**config.mk**
```make
export PLATFORM = sky130hd
export DESIGN_NAME = div_ctrl_flat
export DESIGN_NICKNAME = d
export VERILOG_FILES = /design/src/rtl/div_ctrl_if.sv /design/src/rtl/div_ctrl.sv /design/src/flat_wrapper.sv
export SDC_FILE = /design/constraint.sdc
export NUM_CORES = 1
export LEC_CHECK = 0
export BUFFER_PORTS_ARGS = -buffer_cell sky130_fd_sc_hd__buf_2
export CELL_PAD_IN_SITES_DETAIL_PLACEMENT = 0
export CELL_PAD_IN_SITES_GLOBAL_PLACEMENT = 1
export CORE_ASPECT_RATIO = 0.5
export CORE_MARGIN = 1
export CORE_UTILIZATION = 44
export CTS_CLUSTER_DIAMETER = 80
export DETAILED_ROUTE_END_ITERATION = 8
export GPL_TIMING_DRIVEN = 1
export PLACE_DENSITY = 0.85
export SETUP_SLACK_MARGIN = 0.5
export SYNTH_ARGS = -nofsm -noshare
export SYNTH_HDL_FRONTEND = slang
export SYNTH_SLANG_ARGS = --single-unit
export TNS_END_PERCENT = 5
```
**constraint.sdc**
```tcl
create_clock -name clk -period 7.2 [get_ports clk]
set_input_delay 1.44 -clock clk [delete_from_list [all_inputs] [get_ports clk]]
set_output_delay 1.44 -clock clk [all_outputs]
set_load 0.05 [all_outputs]
```
**src/rtl/div_ctrl_if.sv**
```systemverilog
// Handshake between the EX stage (master) and the multi-cycle divider (slave).
// EX holds start_i with the operands until it has consumed ready_o/result_o.
interface div_ctrl_if #(
   parameter int WIDTH = 32
);
   logic               signed_div_i;
   logic [WIDTH-1:0]   opdata1_i;
   logic [WIDTH-1:0]   opdata2_i;
   logic               start_i;
   logic               annul_i;
   logic [2*WIDTH-1:0] result_o;
   logic               ready_o;

   modport master (
      output signed_div_i, opdata1_i, opdata2_i, start_i, annul_i,
      input  result_o, ready_o
   );

   modport slave (
      input  signed_div_i, opdata1_i, opdata2_i, start_i, annul_i,
      output result_o, ready_o
   );
endinterface

```
**src/rtl/div_ctrl.sv**
```systemverilog
// Radix-2 restoring divider for DIV/DIVU: one quotient bit per clock, signed
// operands handled as magnitudes with a sign fix-up on the final iteration.
module div_ctrl #(
   parameter int WIDTH = 32,
   parameter int CNT_W = 6
) (
   input logic       clk,
   input logic       rst,
   div_ctrl_if.slave bus
);

   typedef enum logic [1:0] {FREE, BYZERO, ON, END} state_t;

   state_t             state;
   logic [CNT_W-1:0]   counter;
   logic [WIDTH-1:0]   dividend;   // shifts left; quotient bits enter at the LSB
   logic [WIDTH-1:0]   divisor;
   logic [WIDTH-1:0]   rem;
   logic               neg_quot;
   logic               neg_rem;
   logic [2*WIDTH-1:0] result;
   logic               ready;

   logic [WIDTH-1:0]   op1_mag;
   logic [WIDTH-1:0]   op2_mag;
   logic               op1_neg;
   logic               op2_neg;
   logic [WIDTH:0]     rem_shift;
   logic [WIDTH:0]     trial;
   logic               q_bit;
   logic [WIDTH-1:0]   rem_next;
   logic [WIDTH-1:0]   quot_next;
   logic [WIDTH-1:0]   quot_fix;
   logic [WIDTH-1:0]   rem_fix;
   logic [CNT_W-1:0]   count_next;
   logic               last_iter;

   assign op1_neg = bus.signed_div_i & bus.opdata1_i[WIDTH-1];
   assign op2_neg = bus.signed_div_i & bus.opdata2_i[WIDTH-1];
   assign op1_mag = op1_neg ? -bus.opdata1_i : bus.opdata1_i;
   assign op2_mag = op2_neg ? -bus.opdata2_i : bus.opdata2_i;

   // rem < divisor before the shift, so the shifted value is below 2*divisor and
   // the MSB of the (WIDTH+1)-bit difference is exactly the borrow.
   assign rem_shift  = {rem, dividend[WIDTH-1]};
   assign trial      = rem_shift - {1'b0, divisor};
   assign q_bit      = ~trial[WIDTH];
   assign rem_next   = q_bit ? trial[WIDTH-1:0] : rem_shift[WIDTH-1:0];
   assign quot_next  = {dividend[WIDTH-2:0], q_bit};
   assign quot_fix   = neg_quot ? -quot_next : quot_next;
   assign rem_fix    = neg_rem ? -rem_next : rem_next;
   assign count_next = counter + 1'b1;
   assign last_iter  = (count_next == CNT_W'(WIDTH));

   assign bus.result_o = result;
   assign bus.ready_o  = ready;

   // NOTE: every register here is state, so only non-blocking assignments are
   // used; the working registers are cleared on reset too so an aborted
   // division leaves no residue visible to the next one.
   always_ff @(posedge clk) begin
      if (rst) begin
         state    <= FREE;
         counter  <= '0;
         dividend <= '0;
         divisor  <= '0;
         rem      <= '0;
         neg_quot <= 1'b0;
         neg_rem  <= 1'b0;
         result   <= '0;
         ready    <= 1'b0;
      end else begin
         case (state)
            FREE: begin
               ready  <= 1'b0;
               result <= '0;
               if (bus.start_i && !bus.annul_i) begin
                  if (bus.opdata2_i == '0) begin
                     state <= BYZERO;
                  end else begin
                     state    <= ON;
                     dividend <= op1_mag;
                     divisor  <= op2_mag;
                     neg_quot <= op1_neg ^ op2_neg;
                     neg_rem  <= op1_neg;
                     rem      <= '0;
                     counter  <= '0;
                  end
               end
            end

            BYZERO: begin
               if (bus.annul_i) begin
                  state <= FREE;
               end else begin
                  state  <= END;
                  result <= '0;
                  ready  <= 1'b1;
               end
            end

            ON: begin
               if (bus.annul_i) begin
                  state   <= FREE;
                  counter <= '0;
               end else begin
                  rem      <= rem_next;
                  dividend <= quot_next;
                  counter  <= count_next;
                  if (last_iter) begin
                     state  <= END;
                     result <= {rem_fix, quot_fix};
                     ready  <= 1'b1;
                  end
               end
            end

            END: begin
               // The result is complete, so annul no longer matters here.
               if (!bus.start_i) begin
                  state  <= FREE;
                  ready  <= 1'b0;
                  result <= '0;
               end
            end

            default: state <= FREE;
         endcase
      end
   end

endmodule

```
**src/flat_wrapper.sv**
```systemverilog
// flat-port wrapper written by rule: the top's interface ports become plain ports
module div_ctrl_flat 
#(
   parameter int WIDTH = 32,
   parameter int CNT_W = 6
)
  (clk, rst, bus_signed_div_i, bus_opdata1_i, bus_opdata2_i, bus_start_i, bus_annul_i, bus_result_o, bus_ready_o);
  div_ctrl_if #(.WIDTH(WIDTH)) bus_i ();
  input logic clk;
  input logic rst;
  input wire logic [$bits(bus_i.signed_div_i)-1:0] bus_signed_div_i;
  input wire logic [$bits(bus_i.opdata1_i)-1:0] bus_opdata1_i;
  input wire logic [$bits(bus_i.opdata2_i)-1:0] bus_opdata2_i;
  input wire logic [$bits(bus_i.start_i)-1:0] bus_start_i;
  input wire logic [$bits(bus_i.annul_i)-1:0] bus_annul_i;
  output wire logic [$bits(bus_i.result_o)-1:0] bus_result_o;
  output wire logic [$bits(bus_i.ready_o)-1:0] bus_ready_o;
  assign bus_i.signed_div_i = bus_signed_div_i;
  assign bus_i.opdata1_i = bus_opdata1_i;
  assign bus_i.opdata2_i = bus_opdata2_i;
  assign bus_i.start_i = bus_start_i;
  assign bus_i.annul_i = bus_annul_i;
  assign bus_result_o = bus_i.result_o;
  assign bus_ready_o = bus_i.ready_o;
  div_ctrl #(.WIDTH(WIDTH), .CNT_W(CNT_W)) u_core (.clk(clk), .rst(rst), .bus(bus_i));
endmodule
```
==> out/qor.csv <==
metric,value,unit
synth-seq-cells,171,
place_hpwl,26700,µm
finalWorstSetupSlack,1.83,ns
track_usage,0.261,
ys_warn_count,0,
routedWlPerCell,17.7,µm
min_period_over_period,0.745,
via_per_inst,5.83,
final_core_util,0.513,
cts_tree,yes,
synthArstFlopShare,0,
rsz0062_at_grt,no,
first_pass_iters,5,
crit_top_cell,or4_1,
period_minus_slack,5.37,ns
clk_pin_slew_worst_paths,0.07,ns
slew_violations,0,
start_util,0.456,
grt_start_max_net_pins,95,
fmax,0.186,GHz
overflow,0,
dieArea,27300,µm²
nFillCells,2509,
grt_pass1_vias,10689,
design.core.area,25700,µm²
clock_skew,0.0116,ns
worstSetupPathType,in2reg,
mostFrequentLayoutCells,"nand2_1 (243), nor2_1 (171), dfxtp_1 (171)",
ir_worst_vdd,0.185,mV
vias,11798,
io_pins,134,
mappedNetlistArea,11700,µm²
syn_area_per_cell,7.36,µm²
antenna_cells,0,
post-cts-setup-buffers,0,
crit_slowest_cell,a21o_2,
clock_latency,0.45,ns
fin_setup_tns,0,ns
num_rows,41,
io_buffers,133,
num-nets-final,1777,
synth-edff-count,0,
die_width,233,µm
grt_pass1_wl,57200,µm
timing.final.setup_violations,0,
p_per_area,347,nW/µm²
final_common_cell,nand2_1,
multi_input_area,7670,µm²
cts_root_buffer,clkbuf_16,
synthCells,1594,
ys_seq_area_frac,0.292,
drv_cap,0,
cts_sinks,171,
cts_max_level,4,
dpl_cell_area,12500,µm²
die_h,117,µm
leakagePower,5.30,nW
routed_wl,35800,µm
end_kind,flip-flop,
status,finished clean,
antenna_found_initial,0,
tightestPinTransition,1.22,ns
min_path_type,reg2reg,
clockBufferDepth,2,
drcViolationCount,0,
drt_iter0_markers,934,
cp_max_fo,38,
regArea,3420,µm²
gp_congestion,0.907,
hold_violations,0,
worst_ep_arrival_time,5.74,ns
crit_required,7.58,ns
area_delta_synth_final,12.4,%
ant_nets,0,
final_area,13200,µm²
yosys_most_used_dff,dfxtp_1,
syn_nets,1705,
path_cells,buf_2 > or3_1 > nor3b_2 > nand3_1 > or4_1 > or4_1 > and3_1 > a21oi_4 > a21o_2 > buf_4 > nand2_1 > a21oi_1,
dp_cells,1991,
instances_no_fill,2022,
cp-start-kind,input port,
pre_cts_ws,1.48,ns
cts_hold_buf,0,
slowest_delay,0.68,ns
cts-buffers-inserted,17,
cts_resized,0,
yosysUniqueCellTypes,80,
slew_headroom,0.182,
drive_above_1_share,0.128,
-- cells by family after synthesis --
group | after synthesis | synth area share
and+or+nand+nor | 626 | 0.248
AOI/OAI and AO/OA | 452 | 0.244
DFF | 171 | 0.292
buffers and inverters | 150 | 0.0548
xor gates and xnor gates | 137 | 0.102
adders and majority gates | 42 | 0.0455
muxes | 16 | 0.0142
-- metrics by stage --
step,hold slack [ns],power (W)
4_1_cts,0.445,0.00454
3_5_place_dp,0.435,0.00347
2_1_floorplan,0.432,0.00288
3_3_place_gp,0.429,0.00344
5_1_grt,0.474,0.00484
6_report,0.443,0.00457
-- per-layer routing --
layer	vias up	global-route usage	wire length, µm
met4	0	0.0731	622
met1	5592	0.378	17700
met2	354	0.396	15800
li1	5813	-	-
met3	39	0.0418	1760
met5	-	0	0
-- Yosys cell counts (4+ instances only) --
| library cell | count | share of area |
|---|---|---|
| buf_6 | 8 | 0.0077 |
| a21o_1 | 17 | 0.011 |
| mux2_2 | 5 | 0.0048 |
| a21oi_1 | 131 | 0.056 |
| ha_1 | 41 | 0.044 |
| dfxtp_1 | 171 | 0.29 |
| o21a_1 | 5 | 0.0032 |
| o21ai_1 | 11 | 0.0047 |
| nor4_1 | 16 | 0.0085 |
| clkbuf_1 | 66 | 0.021 |
| nand4_1 | 16 | 0.0085 |
| nand3b_1 | 8 | 0.0051 |
| buf_1 | 6 | 0.0019 |
| o211ai_1 | 9 | 0.0058 |
| mux2i_1 | 11 | 0.0094 |
| inv_1 | 54 | 0.017 |
| xor2_1 | 61 | 0.046 |
| xnor2_1 | 76 | 0.057 |
| nor3_1 | 33 | 0.014 |
| a22oi_1 | 42 | 0.027 |
| and2_1 | 10 | 0.0053 |
| and3_1 | 11 | 0.0059 |
| a211oi_1 | 34 | 0.022 |
| nand4b_1 | 4 | 0.0030 |
| nand3_1 | 40 | 0.017 |
| nand2b_1 | 4 | 0.0021 |
| a31oi_1 | 8 | 0.0043 |
| nor2b_1 | 5 | 0.0027 |
| o31ai_1 | 30 | 0.019 |
| or4_1 | 15 | 0.0096 |
| or2_2 | 4 | 0.0021 |
| nor2_1 | 172 | 0.055 |
| nand2_1 | 243 | 0.078 |
| a22o_1 | 6 | 0.0045 |
| o31a_1 | 4 | 0.0030 |
| buf_2 | 12 | 0.0051 |
| or3_1 | 29 | 0.015 |
| o21ai_0 | 112 | 0.048 |
| o41ai_1 | 7 | 0.0052 |
-- power by group --
part           switching, W  total, W  internal (W)
clock network      0.000428   0.00106      0.000634
logic               0.00160   0.00233      0.000736
registers          0.000113   0.00117       0.00106
total               0.00214   0.00457       0.00243
-- worst paths after layout --
kind	startpoint	endpoint	slack [ns]	cells after the start
worst max-delay path	bus_opdata2_i[3]	u_core.dividend[29]$_SDFFE_PP0P_	1.83	12
worst min-delay path	u_core.bus.result_o[61]$_SDFFE_PP0P_	u_core.bus.result_o[61]$_SDFFE_PP0P_	0.44	2
worst max register to register	u_core.dividend[31]$_SDFFE_PP0P_	u_core.bus.result_o[26]$_SDFFE_PP0P_	1.93	20
worst min register to register	u_core.bus.result_o[61]$_SDFFE_PP0P_	u_core.bus.result_o[61]$_SDFFE_PP0P_	0.44	2
-- cell type report --
cell class              instances  area share
clock inverters                13      0.0172
multi-input cells            1273       0.582
inverters                      56      0.0160
clock buffers                  18      0.0333
well taps                     344      0.0327
flip-flops and latches        171       0.260
repair buffers                147      0.0587
-- critical path: cells and delay by family --
family          cells  cell delay, ns
buf+inv             2            0.46
simple gates        7            2.66
compound gates      3            1.18
-- state kept, by name, indices dropped and copies added, names as in the netlist --
register	cells
u_core.state	2
u_core.rem	32
u_core.dividend	32
u_core.divisor	32
u_core.neg_quot	1
u_core.neg_rem	1
u_core.bus.ready_o	1
u_core.counter	6
u_core.bus.result_o	64
(Power assumes the default switching activity.)
